## src/rtl/nasti_data_mover_if.sv

```systemverilog
// NASTI (AXI4) read-address and read-data channels of the data mover.
//
// Handshake: a transfer happens on a rising aclk edge where valid and ready
// are both 1. The source holds valid and its payload stable until that edge.
// The sink may raise or lower ready at any time. The master drives the AR
// payload and arvalid, and drives rready. The slave drives arready, the R
// payload and rvalid.
interface nasti_data_mover_if #(
    parameter int ADDR_WIDTH = 64,
    parameter int DATA_WIDTH = 64
);
    logic [ADDR_WIDTH-1:0] araddr;
    logic [7:0]            arlen;
    logic [2:0]            arsize;
    logic [1:0]            arburst;
    logic                  arvalid;
    logic                  arready;
    logic [DATA_WIDTH-1:0] rdata;
    logic [1:0]            rresp;
    logic                  rlast;
    logic                  rvalid;
    logic                  rready;

    modport master (
        output araddr, arlen, arsize, arburst, arvalid,
        input  arready,
        input  rdata, rresp, rlast, rvalid,
        output rready
    );

    modport slave (
        input  araddr, arlen, arsize, arburst, arvalid,
        output arready,
        output rdata, rresp, rlast, rvalid,
        input  rready
    );
endinterface

```

## src/rtl/nasti_data_mover.sv

```systemverilog
// Burst-read DMA engine: reads length bytes from DDR over a NASTI read-master
// port and writes each beat into BRAM. done_o is 1 while idle.
// Optional feature macro: NASTI_DM_ERR_EN enables response/rlast checking.
// When it is not defined, err_o stays 0 and rresp/rlast are ignored.
module nasti_data_mover #(
    parameter int ADDR_WIDTH = 64,
    parameter int DATA_WIDTH = 64,
    parameter int MAX_BURST  = 16
) (
    input  logic                    aclk,
    input  logic                    aresetn,
    // controller side
    input  logic [ADDR_WIDTH-1:0]   ddr_addr_i,
    input  logic [ADDR_WIDTH-1:0]   bram_addr_i,
    input  logic [ADDR_WIDTH-1:0]   length_i,
    input  logic                    en_i,
    output logic                    done_o,
    output logic                    err_o,
    // DDR read master
    nasti_data_mover_if.master      m,
    // BRAM write port
    output logic                    bram_en_o,
    output logic [DATA_WIDTH/8-1:0] bram_we_o,
    output logic [ADDR_WIDTH-1:0]   bram_waddr_o,
    output logic [DATA_WIDTH-1:0]   bram_wrdata_o,
    // debug: current FSM state (0 IDLE, 1 AR, 2 R, 3 FLUSH)
    output logic [1:0]              state_o
);

    localparam int BYTES = DATA_WIDTH / 8;
    localparam int SH    = $clog2(BYTES);
    localparam logic [ADDR_WIDTH-1:0] ALIGN_MASK = {ADDR_WIDTH{1'b1}} << SH;

    typedef enum logic [1:0] {
        S_IDLE  = 2'd0,
        S_AR    = 2'd1,
        S_R     = 2'd2,
        S_FLUSH = 2'd3
    } state_t;

    state_t                  state_q;
    logic [ADDR_WIDTH-1:0]   ddr_ptr_q;    // next DDR address to request
    logic [ADDR_WIDTH-1:0]   bram_ptr_q;   // next BRAM address to write
    logic [ADDR_WIDTH-1:0]   beats_q;      // beats not yet received
    logic [8:0]              burst_cnt_q;  // beats left in the current burst
    logic [ADDR_WIDTH-1:0]   araddr_q;
    logic [7:0]              arlen_q;
    logic                    arvalid_q;
    logic                    rready_q;
    logic                    done_q;
    logic                    err_q;
    logic                    bram_en_q;
    logic [BYTES-1:0]        bram_we_q;
    logic [ADDR_WIDTH-1:0]   bram_waddr_q;
    logic [DATA_WIDTH-1:0]   bram_wrdata_q;

    // Burst size: the smallest of beats remaining, MAX_BURST and the beats
    // left before the DDR pointer crosses a 4 KB boundary.
    function automatic logic [8:0] calc_burst(input logic [ADDR_WIDTH-1:0] ptr,
                                              input logic [ADDR_WIDTH-1:0] rem);
        logic [12:0] to_4k;
        logic [8:0]  b;
        to_4k = (13'h1000 - {1'b0, ptr[11:0]}) >> SH;
        b     = 9'(MAX_BURST);
        if (rem < ADDR_WIDTH'(b)) b = rem[8:0];
        if (to_4k < 13'(b))       b = to_4k[8:0];
        return b;
    endfunction

    logic [ADDR_WIDTH-1:0] start_ddr_d;
    logic [ADDR_WIDTH-1:0] start_bram_d;
    logic [ADDR_WIDTH-1:0] start_beats_d;
    logic [ADDR_WIDTH-1:0] beats_left_d;
    logic [8:0]            first_burst_d;
    logic [8:0]            next_burst_d;
    logic [ADDR_WIDTH-1:0] ddr_ptr_d;
    logic                  r_beat;
    logic                  last_beat;
    logic                  resp_bad;
    logic                  rlast_bad;

    assign start_ddr_d   = ddr_addr_i & ALIGN_MASK;
    assign start_bram_d  = bram_addr_i & ALIGN_MASK;
    assign start_beats_d = length_i >> SH;
    assign beats_left_d  = beats_q - ADDR_WIDTH'(1);
    assign first_burst_d = calc_burst(start_ddr_d, start_beats_d);
    assign next_burst_d  = calc_burst(ddr_ptr_q, beats_left_d);
    // DDR pointer after the burst now on the AR channel has been accepted
    assign ddr_ptr_d     = ddr_ptr_q + ((ADDR_WIDTH'(arlen_q) + ADDR_WIDTH'(1)) << SH);
    assign r_beat        = (state_q == S_R) && rready_q && m.rvalid;
    // the burst ends on our own beat count, never on rlast
    assign last_beat     = (burst_cnt_q == 9'd1);

`ifdef NASTI_DM_ERR_EN
    assign resp_bad  = (m.rresp != 2'b00);
    assign rlast_bad = (m.rlast != last_beat);
`else
    logic unused_rsp;
    assign resp_bad   = 1'b0;
    assign rlast_bad  = 1'b0;
    assign unused_rsp = ^{m.rresp, m.rlast};
`endif

    // Transfer FSM; every output below comes straight from a register.
    always_ff @(posedge aclk or negedge aresetn) begin
        if (!aresetn) begin
            state_q       <= S_IDLE;
            ddr_ptr_q     <= '0;
            bram_ptr_q    <= '0;
            beats_q       <= '0;
            burst_cnt_q   <= '0;
            araddr_q      <= '0;
            arlen_q       <= '0;
            arvalid_q     <= 1'b0;
            rready_q      <= 1'b0;
            done_q        <= 1'b1;
            err_q         <= 1'b0;
            bram_en_q     <= 1'b0;
            bram_we_q     <= '0;
            bram_waddr_q  <= '0;
            bram_wrdata_q <= '0;
        end else begin
            // a BRAM write lasts exactly one cycle
            bram_en_q <= 1'b0;
            bram_we_q <= '0;
            case (state_q)
                S_IDLE: begin
                    if (en_i) begin
                        ddr_ptr_q  <= start_ddr_d;
                        bram_ptr_q <= start_bram_d;
                        beats_q    <= start_beats_d;
                        err_q      <= 1'b0;
                        done_q     <= 1'b0;
                        if (start_beats_d == '0) begin
                            // nothing to move: no AXI traffic at all
                            state_q <= S_FLUSH;
                        end else begin
                            state_q   <= S_AR;
                            araddr_q  <= start_ddr_d;
                            arlen_q   <= 8'(first_burst_d - 9'd1);
                            arvalid_q <= 1'b1;
                        end
                    end
                end
                S_AR: begin
                    // address and length stay put until the slave takes them
                    if (arvalid_q && m.arready) begin
                        arvalid_q   <= 1'b0;
                        rready_q    <= 1'b1;
                        ddr_ptr_q   <= ddr_ptr_d;
                        burst_cnt_q <= {1'b0, arlen_q} + 9'd1;
                        state_q     <= S_R;
                    end
                end
                S_R: begin
                    if (r_beat) begin
                        bram_en_q     <= ~resp_bad;
                        bram_we_q     <= resp_bad ? '0 : {BYTES{1'b1}};
                        bram_waddr_q  <= bram_ptr_q;
                        bram_wrdata_q <= m.rdata;
                        bram_ptr_q    <= bram_ptr_q + ADDR_WIDTH'(BYTES);
                        beats_q       <= beats_left_d;
                        burst_cnt_q   <= burst_cnt_q - 9'd1;
                        if (resp_bad || rlast_bad) err_q <= 1'b1;
                        if (last_beat) begin
                            rready_q <= 1'b0;
                            if (beats_left_d != '0) begin
                                // next burst goes out the very next cycle
                                state_q   <= S_AR;
                                araddr_q  <= ddr_ptr_q;
                                arlen_q   <= 8'(next_burst_d - 9'd1);
                                arvalid_q <= 1'b1;
                            end else begin
                                state_q <= S_FLUSH;
                            end
                        end
                    end
                end
                S_FLUSH: begin
                    // last BRAM write retires this cycle; report idle after it
                    done_q  <= 1'b1;
                    state_q <= S_IDLE;
                end
                default: state_q <= S_IDLE;
            endcase
        end
    end

    assign m.araddr      = araddr_q;
    assign m.arlen       = arlen_q;
    assign m.arsize      = 3'(SH);
    assign m.arburst     = 2'b01;
    assign m.arvalid     = arvalid_q;
    assign m.rready      = rready_q;
    assign done_o        = done_q;
    assign err_o         = err_q;
    assign bram_en_o     = bram_en_q;
    assign bram_we_o     = bram_we_q;
    assign bram_waddr_o  = bram_waddr_q;
    assign bram_wrdata_o = bram_wrdata_q;
    assign state_o       = state_q;

endmodule

```

## src/flat_wrapper.sv

```systemverilog
// flat-port wrapper written by rule: the top's interface ports become plain ports
module nasti_data_mover_flat 
#(
    parameter int ADDR_WIDTH = 64,
    parameter int DATA_WIDTH = 64,
    parameter int MAX_BURST  = 16
)
  (aclk, aresetn, ddr_addr_i, bram_addr_i, length_i, en_i, done_o, err_o, bram_en_o, bram_we_o, bram_waddr_o, bram_wrdata_o, state_o, m_araddr, m_arlen, m_arsize, m_arburst, m_arvalid, m_arready, m_rdata, m_rresp, m_rlast, m_rvalid, m_rready);
  nasti_data_mover_if #(.ADDR_WIDTH(ADDR_WIDTH), .DATA_WIDTH(DATA_WIDTH)) m_i ();
  input  logic aclk;
  input  logic aresetn;
  input  logic [ADDR_WIDTH-1:0] ddr_addr_i;
  input  logic [ADDR_WIDTH-1:0] bram_addr_i;
  input  logic [ADDR_WIDTH-1:0] length_i;
  input  logic en_i;
  output logic done_o;
  output logic err_o;
  output logic bram_en_o;
  output logic [DATA_WIDTH/8-1:0] bram_we_o;
  output logic [ADDR_WIDTH-1:0] bram_waddr_o;
  output logic [DATA_WIDTH-1:0] bram_wrdata_o;
  output logic [1:0] state_o;
  output wire logic [$bits(m_i.araddr)-1:0] m_araddr;
  output wire logic [$bits(m_i.arlen)-1:0] m_arlen;
  output wire logic [$bits(m_i.arsize)-1:0] m_arsize;
  output wire logic [$bits(m_i.arburst)-1:0] m_arburst;
  output wire logic [$bits(m_i.arvalid)-1:0] m_arvalid;
  input wire logic [$bits(m_i.arready)-1:0] m_arready;
  input wire logic [$bits(m_i.rdata)-1:0] m_rdata;
  input wire logic [$bits(m_i.rresp)-1:0] m_rresp;
  input wire logic [$bits(m_i.rlast)-1:0] m_rlast;
  input wire logic [$bits(m_i.rvalid)-1:0] m_rvalid;
  output wire logic [$bits(m_i.rready)-1:0] m_rready;
  assign m_araddr = m_i.araddr;
  assign m_arlen = m_i.arlen;
  assign m_arsize = m_i.arsize;
  assign m_arburst = m_i.arburst;
  assign m_arvalid = m_i.arvalid;
  assign m_i.arready = m_arready;
  assign m_i.rdata = m_rdata;
  assign m_i.rresp = m_rresp;
  assign m_i.rlast = m_rlast;
  assign m_i.rvalid = m_rvalid;
  assign m_rready = m_i.rready;
  nasti_data_mover #(.ADDR_WIDTH(ADDR_WIDTH), .DATA_WIDTH(DATA_WIDTH), .MAX_BURST(MAX_BURST)) u_core (.aclk(aclk), .aresetn(aresetn), .ddr_addr_i(ddr_addr_i), .bram_addr_i(bram_addr_i), .length_i(length_i), .en_i(en_i), .done_o(done_o), .err_o(err_o), .m(m_i), .bram_en_o(bram_en_o), .bram_we_o(bram_we_o), .bram_waddr_o(bram_waddr_o), .bram_wrdata_o(bram_wrdata_o), .state_o(state_o));
endmodule
```

## config.mk

```make
export PLATFORM = sky130hd
export DESIGN_NAME = nasti_data_mover_flat
export DESIGN_NICKNAME = d
export VERILOG_FILES = /design/src/rtl/nasti_data_mover_if.sv /design/src/rtl/nasti_data_mover.sv /design/src/flat_wrapper.sv
export SDC_FILE = /design/constraint.sdc
export NUM_CORES = 1
export LEC_CHECK = 0
export ABC_AREA = 1
export CORE_ASPECT_RATIO = 2
export CORE_UTILIZATION = 30
export CTS_CLUSTER_DIAMETER = 30
export DETAILED_ROUTE_END_ITERATION = 12
export GPL_TIMING_DRIVEN = 0
export SYNTH_ARGS = -nofsm -noshare
export SYNTH_HDL_FRONTEND = slang
export SYNTH_SLANG_ARGS = --single-unit
```

## constraint.sdc

```tcl
create_clock -name aclk -period 3.5 [get_ports aclk]
set_input_delay 0.875 -clock aclk [delete_from_list [all_inputs] [get_ports aclk]]
set_output_delay 0.875 -clock aclk [all_outputs]
set_load 0.05 [all_outputs]
```

==> metrics.md <==
| Metric | Value |
|---|---|
| Synth top area share | a little over two fifths |
| Largest net degree at the start of global routing | 108 |
| Slew Limit Headroom | 16.9% |
| Multi-input gate area | 0.0133 mm^2 |
| CTS buffer count | 82 |
| Number of DRC markers in iteration 0 | about 1500 |
| Top cell type by total area after synthesis | dfrtp_1 |
| Slew @ Worst Pin | 1.25 ns |
| HPWL Detailed | 88800 um |
| CTS tree | done |
| Final hold violations | 0 |
| Die Wd | 201 um |
| Met3 Use GR | roughly 6.7% |
| Final setup viols | 27 |
| Slowest cell on crit path | dfrtp_1 |
| Final wirelength | 113000 um |
| Pint | 10.5 mW |
| Die height | 399 um |
| I/O Buffers | 462 |
| Hold buffer count at cts | 0 |
| Clk slew on worst S/H paths | around 0.050 ns |
| Design Power | 13.6 mW |
| Initial Util | between 30% and 40% |
| Post-synth top flop | dfrtp_1 |
| Final period utilization | 126% |
| Die area | ~0.080 mm^2 |
| Post-route clock skew | 0.0257 ns |
| Filler cells | 7939 |
| Net switching power | 3.08 mW |
| Cell area after layout | roughly 0.035 mm^2 |
| Sequential share of the synthesized area | 41.8% |
| Status | finished with violations |
| Total congestion overflow | 0 |
| Placer Congestion | 1.01 |
| Core area | 0.0782 mm^2 |
| Placed insts | between 4000 and 5000 |
| Wire length per cell | 22.4 um |
| Clock buffer depth | 3 |
| Most Used Layer, Global Route | met2 |
| Largest stage delay, worst path | 0.39 ns |
| Top post-synthesis cells by area | dfrtp_1 42%, nand2_1 13%, nor2_1 7.2% |
| Final min period | 4.41 ns |
| Most frequent cells in the layout | 816 x nand2_1, 460 x clkdlybuf4s50_1, 390 x dfrtp_1 |
| First-pass GRT wire length | about 170000 um |
| Fmax | 227 MHz |
| Total number of vias | 25800 |
| Proportion of layout cells with a drive suffix above 1 | 14.8% |
| P_leak | around 16 nW |
| CP most frequent cell | nor2_4 |
| Number of flops mapped to enable cells by yosys | 0 |
| Setup_tns | -8.79 ns |
| Crit-path max FO | 6 |
| Fin cells | 5055 |
| Overall Global Routing Usage | 27.9% |
| PwrDens | 387 mW/mm^2 |
| Root Buffer | clkbuf_16 |
| DP Area | 0.0299 mm^2 |
| Commonest non-fill, non-tap cell in the layout | nand2_1 |
| Final Max Tran Viols | 0 |
| Vias in the first global route | 26800 |
| Final Worst Setup Slack | -0.908 ns |
| CP Launch Type | register |
| Comb power frac | 4.3% |
| P&R area growth vs syn | 47.9% |
| Critical Path AT | 4.93 ns |
| GR Layer Usage met2 | 52.0% |
| Antenna viol nets, final | 0 |
| CTS sink count | 396 |
| RSZ-0062 raised after global routing | yes |
| Synthesized instance count | 3281 |
| Clk pwr share | 61.8% |
| Boundary Pins | just under 500 |
| Async SR Flop Fraction | 100% |
| Failing checks | negative setup slack |
| Htree depth | 3 |
| Grt met1 use | 27.0% |
| Sequential power share | 33.9% |
| Final core utilization | approximately 45% |
| HP Class | input pin to async pin |
| Clock Latency Late Sink | between 0.6 and 0.7 ns |
| Final net count | 4260 |
| Remaining DRCs | 0 |
| VDD IR max | between 300 and 400 uV |
| Cell variety after synth | 56 |
| Initial DRT Pass Iterations | 7 |
| Hold Slack | about 0.13 ns |
| Kind of end point of the critical path | register |
| Yosys reg bits | 396 |
| Vias per cell | between 5 and 6 |
| # rows | 145 |
| Mapped cell area | between 0.02 and 0.025 mm^2 |
| Switching share of power | 22.7% |
| Critical path class | register to register |
| Maxcap violations | 0 |
| Worst path required time | around 4.0 ns |
| Post-Place Worst Slack | -1.96 ns |
| Register Area | 0.00992 mm^2 |
| Yosys warnings | 0 |
| Number of antenna violations at the first check in global routing | 14 |
| Avg Cell Area, Syn | slightly above 7 um^2 |
[power groups by stage]
stage | Sequential [mW] | Combinational, mW | Clock, mW
floorplan | 4.66 | 0.0922 | 0
CTS | 4.59 | 0.587 | 8.49
global placement | 4.67 | 0.563 | 0
finish | 4.59 | 0.585 | 8.38
global route | 4.58 | 0.630 | 8.71
detailed placement | 4.66 | 0.579 | 0
[state kept, by name (all words and copies together), names as in the netlist]
name	count
u_core.ddr_ptr_q	61
u_core.bram_wrdata_o	64
u_core.beats_q	64
u_core.bram_waddr_o	61
u_core.state_o	2
u_core.m.araddr	62
u_core.bram_ptr_q	61
u_core.m.rready	1
u_core.bram_we_o	1
u_core.done_o	1
u_core.m.arlen	8
u_core.m.arvalid	1
u_core.burst_cnt_q	9
[area by class of cell]
| type | count | area share (%) |
|---|---|---|
| repair buffers | 577 | 16.1 |
| flip-flops and latches | 396 | 28.3 |
| well taps | 1029 | 3.67 |
| clock inverters | 45 | 1.83 |
| clock buffers | 104 | 6.52 |
| plain buffers | 159 | 2.15 |
| diodes | 5 | 0.0357 |
| inverters | 323 | 3.51 |
| multi-input cells | 2417 | 37.8 |
[worst paths after layout]
kind                                               start                  endpoint  slack, ns  depth (start not counted)
worst min-delay path                             aresetn   u_core.bram_waddr_o[55]       0.13                          1
max in group asynchronous                        aresetn         u_core.m.arlen[1]       2.32                          2
min in group aclk               u_core.bram_wrdata_o[60]  u_core.bram_wrdata_o[60]       0.47                          2
worst max-delay path                   u_core.beats_q[0]         u_core.m.arlen[3]      -0.91                         32
worst max register to register         u_core.beats_q[0]         u_core.m.arlen[3]      -0.91                         32
worst min register to register  u_core.bram_wrdata_o[60]  u_core.bram_wrdata_o[60]       0.47                          2
[cells by family (layout without fill, tap and decap cells)]
logic type               after synthesis  after routing  synth area share (%)
adder cells (fa/ha/maj)               40             40                  2.14
buffers and inverters                483           1208                  8.00
AND/OR/NAND/NOR                     1625           1625                  28.8
XOR/XNOR                             131            131                  4.84
flip-flops                           396            396                  41.8
other                                  2             22                0.0317
AO/OA/AOI/OAI                        604            604                  14.4
[per-layer routing]
layer  vias up  routed length [um]
met5         -                  68
met3       340                7230
met1     12200               38600
met4        10                8270
met2      1063               59000
li1      12100                   -
[cells in the mapped netlist, types with 4 or more instances]
master      n
a21oi_1    46
nand2_1   852
buf_2      10
nand4_1    37
nor3_1     63
nor4_1     37
nor2_1    456
nand3_2     4
nand2_4     5
dfrtp_1   395
o21ai_0   296
nor2_4     12
o21ai_1    10
o211ai_1   19
o22ai_1   143
buf_1       9
buf_4      19
inv_2       8
ha_1       39
nand3_1   110
nor3_2      5
clkbuf_1  122
nor2_2     16
inv_1     312
xor2_1    122
xnor2_1     9
nand3b_1    4
nand2_2    16
a31oi_1    69
[critical path, delay by kind of cell (launching register included)]
family | cells | cell delay [ns]
AO/OA/AOI/OAI | 3 | 0.45
adder cells (fa/ha/maj) | 2 | 0.45
buffers and inverters | 4 | 0.37
flip-flops | 1 | 0.39
AND/OR/NAND/NOR | 23 | 2.63
[repair_timing]
item	4_1_cts	5_1_grt
endpoints found under the setup margin	240	182
pin swaps	70	80
gates cloned	0	0
buffers inserted	97	31
resized for setup	232	144
hold endpoints to repair	0	0
Note: power is estimated with default switching activity, not from simulation.
